==> src/rtl/rom_download_ctrl_if.sv <==
// Loader/SDRAM-side signal bundle for rom_download_ctrl.
// The master modport is the controller: it consumes the ioctl byte stream
// and the SDRAM ack, and drives the SDRAM write request and the status flags.
interface rom_download_ctrl_if #(
  parameter int unsigned ADDR_WIDTH       = 20,
  parameter int unsigned SDRAM_ADDR_WIDTH = 23
);
  logic [ADDR_WIDTH-1:0]       ioctl_addr;
  logic [7:0]                  ioctl_data;
  logic                        ioctl_wr;
  logic                        ioctl_download;
  logic [SDRAM_ADDR_WIDTH-1:0] sdram_addr;
  logic [31:0]                 sdram_data;
  logic                        sdram_we;
  logic                        sdram_req;
  logic                        sdram_ack;
  logic                        busy;
  logic                        done;
  logic                        overflow;

  modport master (
    input  ioctl_addr, ioctl_data, ioctl_wr, ioctl_download, sdram_ack,
    output sdram_addr, sdram_data, sdram_we, sdram_req, busy, done, overflow
  );

  modport slave (
    output ioctl_addr, ioctl_data, ioctl_wr, ioctl_download, sdram_ack,
    input  sdram_addr, sdram_data, sdram_we, sdram_req, busy, done, overflow
  );
endinterface

==> src/rtl/rom_download_ctrl.sv <==
// ROM download packer: assembles the byte-wide HPS download stream into
// 32-bit little-endian words and writes them to SDRAM over a req/ack port.
// Two stages: ASM collects bytes of one word, PEND holds the word on the bus.
module rom_download_ctrl #(
  parameter int unsigned ADDR_WIDTH       = 20,
  parameter int unsigned SDRAM_ADDR_WIDTH = 23,
  parameter int unsigned BASE_ADDR        = 0,
  parameter logic [7:0]  FILL             = 8'h00
) (
  input  logic                clk,
  input  logic                reset,
  rom_download_ctrl_if.master bus
);

  typedef logic [SDRAM_ADDR_WIDTH-1:0] waddr_t;

  // Complete buffer state; a_mask stays 4'hF while a_full is set.
  typedef struct packed {
    logic [31:0] a_data;
    waddr_t      a_addr;
    logic [3:0]  a_mask;
    logic        a_full;
    logic        p_valid;
    waddr_t      p_addr;
    logic [31:0] p_data;
  } buf_t;

  buf_t   cur, nxt;
  logic   dl_q, overflow_q, seen, done_q;
  logic   ovf_n, seen_n, done_n;
  logic   dl_rise, dl_fall;
  logic   [1:0] lane;
  waddr_t byte_waddr;

  // Close the ASM word: pad missing lanes, then hand it to PEND if that
  // slot is free, otherwise park it in ASM as a full word.
  function automatic buf_t close_word(input buf_t s);
    buf_t r;
    r = s;
    for (int k = 0; k < 4; k++)
      if (!s.a_mask[k]) r.a_data[8*k +: 8] = FILL;
    if (!s.p_valid) begin
      r.p_valid = 1'b1;
      r.p_addr  = s.a_addr;
      r.p_data  = r.a_data;
      r.a_mask  = '0;
      r.a_full  = 1'b0;
    end else begin
      r.a_mask  = 4'hF;
      r.a_full  = 1'b1;
    end
    return r;
  endfunction

  assign dl_rise    = bus.ioctl_download & ~dl_q;
  assign dl_fall    = ~bus.ioctl_download & dl_q;
  assign lane       = bus.ioctl_addr[1:0];
  // Word address wraps silently modulo 2^SDRAM_ADDR_WIDTH.
  assign byte_waddr = waddr_t'(BASE_ADDR) + waddr_t'(bus.ioctl_addr[ADDR_WIDTH-1:2]);

  // Next-state: ack transfer first, then download rise, byte accept, flush on fall.
  // NOTE: every variable gets a default at the top so no path leaves it unassigned (no latches).
  always_comb begin
    nxt    = cur;
    ovf_n  = overflow_q;
    seen_n = seen;
    done_n = 1'b0;

    if (bus.sdram_ack && cur.p_valid) begin
      nxt.p_valid = 1'b0;
      if (cur.a_full) begin
        nxt.p_valid = 1'b1;
        nxt.p_addr  = cur.a_addr;
        nxt.p_data  = cur.a_data;
        nxt.a_mask  = '0;
        nxt.a_full  = 1'b0;
      end
    end

    if (dl_rise) begin
      ovf_n  = 1'b0;
      seen_n = 1'b1;
      if (!nxt.a_full) nxt.a_mask = '0;
    end

    if (bus.ioctl_wr) begin
      if (!nxt.a_full && nxt.a_mask != '0 && byte_waddr != nxt.a_addr)
        nxt = close_word(nxt);
      if (nxt.a_full) begin
        ovf_n = 1'b1;
      end else begin
        if (nxt.a_mask == '0) nxt.a_addr = byte_waddr;
        nxt.a_data[{lane, 3'b000} +: 8] = bus.ioctl_data;
        nxt.a_mask[lane] = 1'b1;
        if (nxt.a_mask == 4'hF) nxt = close_word(nxt);
      end
    end

    if (dl_fall && nxt.a_mask != '0 && !nxt.a_full)
      nxt = close_word(nxt);

    if (!bus.ioctl_download && !cur.p_valid && cur.a_mask == '0 && seen) begin
      done_n = 1'b1;
      seen_n = 1'b0;
    end
  end

  // State register; reset drops the request immediately and discards buffered data.
  // NOTE: sequential state uses non-blocking assignments so all registers update together.
  always_ff @(posedge clk or posedge reset) begin
    if (reset) begin
      cur        <= '0;
      dl_q       <= 1'b0;
      overflow_q <= 1'b0;
      seen       <= 1'b0;
      done_q     <= 1'b0;
    end else begin
      cur        <= nxt;
      dl_q       <= bus.ioctl_download;
      overflow_q <= ovf_n;
      seen       <= seen_n;
      done_q     <= done_n;
    end
  end

  assign bus.sdram_req  = cur.p_valid;
  assign bus.sdram_we   = cur.p_valid;
  assign bus.sdram_addr = cur.p_addr;
  assign bus.sdram_data = cur.p_data;
  assign bus.busy       = bus.ioctl_download | cur.p_valid | (cur.a_mask != '0);
  assign bus.done       = done_q;
  assign bus.overflow   = overflow_q;

endmodule

==> src/flat_wrapper.sv <==
// flat-port wrapper written by rule: the top's interface ports become plain ports
module rom_download_ctrl_flat 
#(
  parameter int unsigned ADDR_WIDTH       = 20,
  parameter int unsigned SDRAM_ADDR_WIDTH = 23,
  parameter int unsigned BASE_ADDR        = 0,
  parameter logic [7:0]  FILL             = 8'h00
)
  (clk, reset, bus_ioctl_addr, bus_ioctl_data, bus_ioctl_wr, bus_ioctl_download, bus_sdram_ack, bus_sdram_addr, bus_sdram_data, bus_sdram_we, bus_sdram_req, bus_busy, bus_done, bus_overflow);
  rom_download_ctrl_if #(.ADDR_WIDTH(ADDR_WIDTH), .SDRAM_ADDR_WIDTH(SDRAM_ADDR_WIDTH)) bus_i ();
  input  logic clk;
  input  logic reset;
  input wire logic [$bits(bus_i.ioctl_addr)-1:0] bus_ioctl_addr;
  input wire logic [$bits(bus_i.ioctl_data)-1:0] bus_ioctl_data;
  input wire logic [$bits(bus_i.ioctl_wr)-1:0] bus_ioctl_wr;
  input wire logic [$bits(bus_i.ioctl_download)-1:0] bus_ioctl_download;
  input wire logic [$bits(bus_i.sdram_ack)-1:0] bus_sdram_ack;
  output wire logic [$bits(bus_i.sdram_addr)-1:0] bus_sdram_addr;
  output wire logic [$bits(bus_i.sdram_data)-1:0] bus_sdram_data;
  output wire logic [$bits(bus_i.sdram_we)-1:0] bus_sdram_we;
  output wire logic [$bits(bus_i.sdram_req)-1:0] bus_sdram_req;
  output wire logic [$bits(bus_i.busy)-1:0] bus_busy;
  output wire logic [$bits(bus_i.done)-1:0] bus_done;
  output wire logic [$bits(bus_i.overflow)-1:0] bus_overflow;
  assign bus_i.ioctl_addr = bus_ioctl_addr;
  assign bus_i.ioctl_data = bus_ioctl_data;
  assign bus_i.ioctl_wr = bus_ioctl_wr;
  assign bus_i.ioctl_download = bus_ioctl_download;
  assign bus_i.sdram_ack = bus_sdram_ack;
  assign bus_sdram_addr = bus_i.sdram_addr;
  assign bus_sdram_data = bus_i.sdram_data;
  assign bus_sdram_we = bus_i.sdram_we;
  assign bus_sdram_req = bus_i.sdram_req;
  assign bus_busy = bus_i.busy;
  assign bus_done = bus_i.done;
  assign bus_overflow = bus_i.overflow;
  rom_download_ctrl #(.ADDR_WIDTH(ADDR_WIDTH), .SDRAM_ADDR_WIDTH(SDRAM_ADDR_WIDTH), .BASE_ADDR(BASE_ADDR), .FILL(FILL)) u_core (.clk(clk), .reset(reset), .bus(bus_i));
endmodule
==> config.mk <==
export PLATFORM = sky130hd
export DESIGN_NAME = rom_download_ctrl_flat
export DESIGN_NICKNAME = d
export VERILOG_FILES = /design/src/rtl/rom_download_ctrl_if.sv /design/src/rtl/rom_download_ctrl.sv /design/src/flat_wrapper.sv
export SDC_FILE = /design/constraint.sdc
export NUM_CORES = 1
export LEC_CHECK = 0
export ABC_AREA = 1
export BUFFER_PORTS_ARGS = -buffer_cell sky130_fd_sc_hd__buf_2
export CAP_MARGIN = 20
export CORE_AREA = 2 2 127 178
export DETAILED_ROUTE_END_ITERATION = 10
export DIE_AREA = 0 0 129 180
export GPL_TIMING_DRIVEN = 0
export PLACE_DENSITY = 0.8
export SYNTH_ARGS = -nofsm -noshare
export SYNTH_HDL_FRONTEND = slang
export SYNTH_SLANG_ARGS = --single-unit
==> constraint.sdc <==
create_clock -name clk -period 3.18 [get_ports clk]
set_input_delay 0.159 -clock clk [delete_from_list [all_inputs] [get_ports clk]]
set_output_delay 0.159 -clock clk [all_outputs]
set_load 0.05 [all_outputs]
==> results.toml, run 1 <==
[outcome]
status = "finished, final reports clean"

[worst_setup_path]
cp-start-kind = "flop"
cp-end-kind = "flop"
crit_top_cell = "nand2_1"
crit_path_cell_trace = "nor2_2 -> nand2_1 -> nor2_1 -> nand2_1 -> nor2_4 -> nand3_4 -> nand3_2 -> nand2_2 -> nand2_4 -> nand2_2 -> nor2_4 -> nand3_2 -> nand2_4 -> nand2_1 -> nor2_1 -> nand2_2 -> nand2_4 -> buf_12 -> buf_8 -> nand2_1 -> nand2_1"
cpMaxStageDelayCell = "dfrtp_1"
path_class = "reg -> reg"
slowest_delay_ns = 0.41
critPathRequiredTime_ns = 3.55
critPathMaxFanout = 10
reg2reg_slack_ns = 0.10
arrival_ns = 3.45

[logic_synthesis]
synth_cell_types = 34
synth_nets = 1876
synth_area_leader_cell = "dfrtp_1"
synth_area_leaders = "dfrtp_1 27%, nand2_1 26%, nand3_1 7.5%"
synth_cells = 1835
synth_warnings = 0
synthTopCellsByCount = "756 x nand2_1, 166 x nand3_1, 145 x inv_1"
avgSynthCellArea_um2 = 6.01
synth_area_um2 = 11000
synth_most_common_cell = "nand2_1"
synth-seq-area-share = 0.272
synthArstFlopShare = 1.00
synth_edf_count = 0
ys_ff_latch = 120
synth_top_area_frac = 0.272
ys.flop_type = "dfrtp_1"

[route]
vias = 13000
drt_iter0_markers = 1378
routedWlPerCell_um = 17.6
antenna_left = 0
dr.pass1.iters = 8
drt_drc_violations_left = 0
wirelength_um = 40100
vias_per_cell = 5.71

[final_layout]
nets = 2004
areaGrowthSynthToFinish_pct = 17.7
instances_no_fill = 2273
diodes = 0
drive_above_1_share = 0.189
final_util = 0.598

[cts]
clockBufferDepth = 2
clkSinkCount = 120
root_buffer = "clkbuf_16"
numCtsBuffers = 17
clk_pin_slew_ns = 0.06
cts_tree = "done"
clock_latency_ns = 0.44
htreeDepth = 4

[power]
internal_power_w = 0.00620
combPwrFrac = 0.668
powerDensity_nw_per_um2 = 1060
seqPwrFrac = 0.183
ir_worst_vdd_v = 0.000495
power.switching_w = 0.00753
sw_frac_of_total = 0.548
total_leakage_power_nw = 6.80
clock_power_share = 0.149

[floorplanning]
rows = 64
io_pins = 93
die-area_um2 = 23200
die_x_um = 129
core_um2 = 21700
die_y_um = 180
start_util = 0.508

[grt]
grtUsageTotal = 0.344
grt_pass1_wl_um = 63000
grt_max_degree = 37
grt-ovfl-total = 0
antenna_found_initial = 0
grt_pass1_vias = 12600

[sta]
maxSlewViolCount = 0
finalCritPeriodShare = 0.968
worst_pin_slew_ns = 0.790
finalHoldViolations = 0
fmax_mhz = 325
setup_viol = 0
maxSlewHeadroom = 0.473
setup_ws_ns = 0.101
min_period_ns = 3.08
rsz0062_at_grt = "yes"
skew_ns = 0.00906
fin_tns_setup_ns = 0

[placed_design]
port-buffer-count = 91
dp_hpwl_um = 29000
place.gp.congestion = 1.04
dp.cells = 2226
pre_cts_slack_ns = -0.548

[job]
cap_violations = 0

[worst_hold_path]
hp-class = "in -> reg"
-- through the flow --
stage | hold slack, ns | total power [W] | cell area (um^2)
after floorplan | 0.190 | 0.00878 | 11000
after global placement | 0.293 | 0.0107 | 11900
after detailed placement | 0.190 | 0.0109 | 11900
after CTS | 0.0931 | 0.0133 | 12700
after global routing | 0.118 | 0.0146 | 13000
final | 0.0997 | 0.0137 | 13000
-- power groups by stage --
stage | clock network [W] | registers [W] | logic (W)
after floorplan | 0 | 0.00243 | 0.00635
after global placement | 0 | 0.00249 | 0.00823
after detailed placement | 0 | 0.00250 | 0.00843
after CTS | 0.00204 | 0.00249 | 0.00872
after global routing | 0.00211 | 0.00256 | 0.00997
final | 0.00205 | 0.00251 | 0.00917
-- what timing repair did --
| action | in CTS | in global routing |
|---|---|---|
| buffers inserted | 5 | 10 |
| hold buffers | 2 | 0 |
| hold endpoints to repair | 18 | 0 |
| pin swaps | 3 | 14 |
| resized for setup | 55 | 79 |
| cloned | 0 | 0 |
| endpoints found under the setup margin | 103 | 93 |
-- state kept, by name (all words and copies together) (netlist names) --
| register | count |
|---|---|
| u_core.bus.done | 1 |
| u_core.bus.overflow | 1 |
| u_core.bus.sdram_addr | 23 |
| u_core.bus.sdram_data | 32 |
| u_core.bus.sdram_req | 1 |
| u_core.cur | 60 |
| u_core.dl_q | 1 |
| u_core.seen | 1 |
-- critical path, delay by kind of cell, from the launching register on --
kind / cells / cell delay, ns
simple gates: 19 / 2.25
flops: 1 / 0.41
buf+inv: 2 / 0.33
-- cells by family (layout without fill, tap and decap cells) --
logic type                 count (synthesis)  after routing  share of synthesized area
buffers and inverters                    335            476                      0.140
and+or+nand+nor                         1104           1104                      0.434
muxes                                     28             28                     0.0254
adders and majority gates                  8              8                    0.00908
xor gates and xnor gates                   1              1                   0.000795
AOI/OAI and AO/OA                        239            239                      0.118
DFF                                      120            120                      0.272
-- cells in the final DEF, fill, tap and decap left out, types with 19 or more instances in the layout --
master and n:
nand2_1 753, nand3_1 162, inv_1 144, dfrtp_1 120, o21ai_0 109, buf_2 101
buf_4 80, a21oi_1 74, or2_2 50, nor2_1 38, clkbuf_1 37, nand4_1 33
mux2i_1 28, o211ai_1 24, nand3b_1 24, clkbuf_2 21, inv_2 19
-- routing by layer --
| layer | vias to the layer above | wire length [um] | global-route usage |
|---|---|---|---|
| li1 | 6089 | - | - |
| met5 | - | 0 | 0 |
| met3 | 191 | 3050 | 0.0467 |
| met1 | 5969 | 14500 | 0.386 |
| met2 | 723 | 20200 | 0.603 |
| met4 | 0 | 2430 | 0.216 |
-- final cells by class --
class,instances,area [um^2]
Buffer,165,1100
Clock buffer,17,425
Clock inverter,15,178
Fill cell,2072,8730
Inverter,168,636
Multi-Input combinational cell,1380,6600
Sequential cell,120,3000
Tap cell,297,372
Timing Repair Buffer,111,661
-- path summary, 6_finish.rpt --
check	from	cells past startpoint	to
setup / recovery	u_core.cur[79]$_DFF_PP0_	21	u_core.bus.sdram_addr[20]$_DFF_PP0_
hold / removal	bus_ioctl_addr[7]	5	u_core.cur[66]$_DFF_PP0_
setup reg to reg	u_core.cur[79]$_DFF_PP0_	21	u_core.bus.sdram_addr[20]$_DFF_PP0_
hold reg to reg	u_core.bus.overflow$_DFF_PP0_	2	u_core.bus.overflow$_DFF_PP0_
max in group asynchronous	reset	5	u_core.bus.sdram_data[3]$_DFF_PP0_
min in group asynchronous	reset	3	u_core.bus.sdram_addr[5]$_DFF_PP0_
Note: power is estimated with default switching activity, not from simulation.
==> run 2, diff against run 1 <==
--- a/config.mk
+++ b/config.mk
@@ -5,14 +5,14 @@
 export SDC_FILE = /design/constraint.sdc
 export NUM_CORES = 1
 export LEC_CHECK = 0
-export ABC_AREA = 1
 export BUFFER_PORTS_ARGS = -buffer_cell sky130_fd_sc_hd__buf_2
 export CAP_MARGIN = 20
-export CORE_AREA = 2 2 127 178
+export CORE_AREA = 2 2 108 152
+export CTS_CLUSTER_DIAMETER = 120
 export DETAILED_ROUTE_END_ITERATION = 10
-export DIE_AREA = 0 0 129 180
+export DIE_AREA = 0 0 110 154
 export GPL_TIMING_DRIVEN = 0
-export PLACE_DENSITY = 0.8
+export PLACE_DENSITY = 0.82
 export SYNTH_ARGS = -nofsm -noshare
 export SYNTH_HDL_FRONTEND = slang
 export SYNTH_SLANG_ARGS = --single-unit
==> run 2 against run 1 <==
- the flow now finishes with violations (setup timing)
- combinational power fell by 31%
- clock power decreased by 9%
- sequential cell count stayed put
- count of clock-buffer cells in the layout grew 5
- critical path depth shrank 10
- sequential share of layout area grew 6.1 points
- first-iteration DRC count shrank 3.3%
- non-clock buffer count down 34
- synthesized cell count is 52% lower
- clock skew is 0.0016 ns lower
==> results.toml, run 2 <==
[floorplanning]
die-area_um2 = 16900
start_util = 0.517
die_x_um = 110
io_pins = 93
rows = 54
core_um2 = 15500
die_y_um = 154

[worst_setup_path]
r2r_end = "u_core.bus.sdram_data[23]$_DFF_PP0_"
cpMaxStageDelayCell = "or4_4"
critPathRequiredTime_ns = 3.51
reg2reg_slack_ns = -0.29
regToRegStartpoint = "u_core.cur[79]$_DFF_PP0_"
path_class = "reg -> reg"
critPathMaxFanout = 10
arrival_ns = 3.80
slowest_delay_ns = 0.55
cp-start-kind = "flop"
crit_top_cell = "buf_4"
crit_path_cell_trace = "or4_4 -> nor4_4 -> buf_4 -> buf_4 -> a21oi_1 -> a211oi_1 -> buf_2 -> clkbuf_2 -> a221oi_1 -> or3_1 -> mux2i_2"
cp-end-kind = "flop"
ff2ff_path_depth = 11

[logic_synthesis]
synth_cells = 875
synth_nets = 916
synth_area_um2 = 8000
synth_cell_types = 59
synth_most_common_cell = "dfrtp_1"
ys.flop_type = "dfrtp_1"
synth_top_area_frac = 0.376
synthArstFlopShare = 1.00
synthTopCellsByCount = "120 x dfrtp_1, 96 x nand2_1, 61 x buf_4"
synth_edf_count = 0
ys_ff_latch = 120
synth_area_leaders = "dfrtp_1 38%, buf_4 5.7%, mux2_2 4.8%"
avgSynthCellArea_um2 = 9.14
synth_area_leader_cell = "dfrtp_1"
synth-seq-area-share = 0.376
synth_warnings = 0

[final_layout]
diodes = 0
top_register = "u_core.cur"
final_util = 0.664
instances_no_fill = 1238
layout_common_cells = "119 x dfrtp_1, 99 x buf_2, 94 x nand2_1, 78 x buf_4, 49 x nor2_1"
drive_above_1_share = 0.340
largest_reg_flops = 60
nets = 1071
stdcell_area_um2 = 10300
areaGrowthSynthToFinish_pct = 28.5
final_common_cell = "dfrtp_1"

[worst_hold_path]
whs_path_depth = 2
hp-start = "bus_ioctl_addr[8]"
hp-class = "in -> reg"
worstHoldEndpoint = "u_core.cur[67]$_DFF_PP0_"

[cts]
root_buffer = "clkbuf_16"
clk_pin_slew_ns = 0.06
cts_tree = "done"
htreeDepth = 4
clock_latency_ns = 0.42
clkSinkCount = 120
clockBufferDepth = 2
numCtsBuffers = 17

[placed_design]
place.gp.congestion = 1.02
dpl_cell_area_um2 = 8880
port-buffer-count = 91
dp_hpwl_um = 16900
pre_cts_slack_ns = -0.860
dp.cells = 1170

[sta]
setup_viol = 63
skew_ns = 0.00749
min_period_ns = 3.47
finalHoldViolations = 0
rsz0062_at_grt = "yes"
worst_pin_slew_ns = 1.13
setup_ws_ns = -0.288
maxSlewViolCount = 0
fin_tns_setup_ns = -12.61
finalCritPeriodShare = 1.09
fmax_mhz = 288
maxSlewHeadroom = 0.241

[grt]
grt_pass1_vias = 7947
grt_max_degree = 44
grtUsageTotal = 0.316
grt-ovfl-total = 0
antenna_found_initial = 0
grt_pass1_wl_um = 41200

[job]
cap_violations = 0

[power]
total_leakage_power_nw = 4.52
ir_worst_vdd_v = 0.000630
powerDensity_nw_per_um2 = 1040

[route]
antenna_left = 0
vias_per_cell = 6.64
drt_iter0_markers = 1333
drt_drc_violations_left = 0
wirelength_um = 27200
dr.pass1.iters = 8
routedWlPerCell_um = 22.0
vias = 8219

[outcome]
status = "complete, but fails checks"
violations = "setup timing"
## run 2: cell types whose count changed after synthesis, moves of 24 or more
| cell | before | now |
|---|---|---|
| or2_2 | 50 | 0 |
| mux2_2 | 0 | 34 |
| a221oi_1 | 0 | 36 |
| nand2b_1 | 0 | 24 |
| o21ai_0 | 109 | 36 |
| nand2_1 | 756 | 96 |
| a21oi_1 | 77 | 39 |
| nand4_1 | 33 | 3 |
| clkbuf_1 | 61 | 37 |
| inv_1 | 145 | 10 |
| nand3_1 | 166 | 26 |
## run 2: what timing repair did
action	CTS	global route
setup buffers	30	8
resized for setup	64	65
gates cloned	3	2
endpoints found under the hold margin	37	0
setup endpoints to repair	108	113
pin swaps	11	12
hold buffers	2	0
## run 2: kinds of logic (layout without fill, tap and decap cells)
| family | after synthesis | count (layout) | synth area share |
|---|---|---|---|
| AOI/OAI and AO/OA | 256 | 257 | 0.236 |
| buffers and inverters | 120 | 286 | 0.0867 |
| muxes | 74 | 74 | 0.0990 |
| DFF | 120 | 120 | 0.376 |
| and+or+nand+nor | 279 | 279 | 0.170 |
| adders and majority gates | 8 | 8 | 0.0125 |
| xor gates and xnor gates | 18 | 18 | 0.0197 |
## run 2: layer usage
metal,vias up,part of all wire,global-route usage
met1,3893,0.35,0.369
met5,-,0,0
met2,627,0.47,0.496
met4,0,0.078,0.224
li1,3523,-,-
met3,176,0.094,0.0784
## run 2: critical path: cells and delay by family, from the launching register on
family / cells / cell delay, ns
buf+inv: 4 / 0.91
compound gates: 3 / 0.76
simple gates: 3 / 1.13
mux: 1 / 0.17
flops: 1 / 0.39
## run 2: how the worst max path moves through the flow
stage               slack, ns                             endpoint  cells after the start                startpoint
floorplan               -0.09   u_core.bus.sdram_addr[0]$_DFF_PP0_                     12  u_core.cur[83]$_DFF_PP0_
global placement        -0.80   u_core.bus.sdram_addr[8]$_DFF_PP0_                     10  u_core.cur[73]$_DFF_PP0_
detailed placement      -0.86  u_core.bus.sdram_addr[12]$_DFF_PP0_                     10  u_core.cur[73]$_DFF_PP0_
CTS                     -0.41  u_core.bus.sdram_data[26]$_DFF_PP0_                     15  u_core.cur[81]$_DFF_PP0_
global route            -0.35   u_core.bus.sdram_data[8]$_DFF_PP0_                     12  u_core.cur[63]$_DFF_PP0_
finish                  -0.29  u_core.bus.sdram_data[23]$_DFF_PP0_                     11  u_core.cur[79]$_DFF_PP0_
## run 2: area by class of cell
class | count | area, um^2
Timing Repair Buffer | 142 | 1010
Sequential cell | 120 | 3000
Tap cell | 196 | 245
Fill cell | 1177 | 5200
Inverter | 13 | 52.6
Clock inverter | 9 | 100
Clock buffer | 22 | 464
Multi-Input combinational cell | 636 | 4750
Buffer | 100 | 657
## run 2: where the power goes
part / leakage [nW] / total (W) / switching [W] / internal (W)
registers: 1.52 / 0.00250 / 0.000465 / 0.00204
clock network: 0.276 / 0.00187 / 0.000690 / 0.00118
logic: 2.72 / 0.00631 / 0.00385 / 0.00246
## run 2: through the flow
step,power [W],hold slack (ns)
finish,0.0107,0.0296
detailed placement,0.00778,0.324
global route,0.0111,0.0328
CTS,0.0102,0.0219
floorplan,0.00654,0.190
global placement,0.00765,0.321
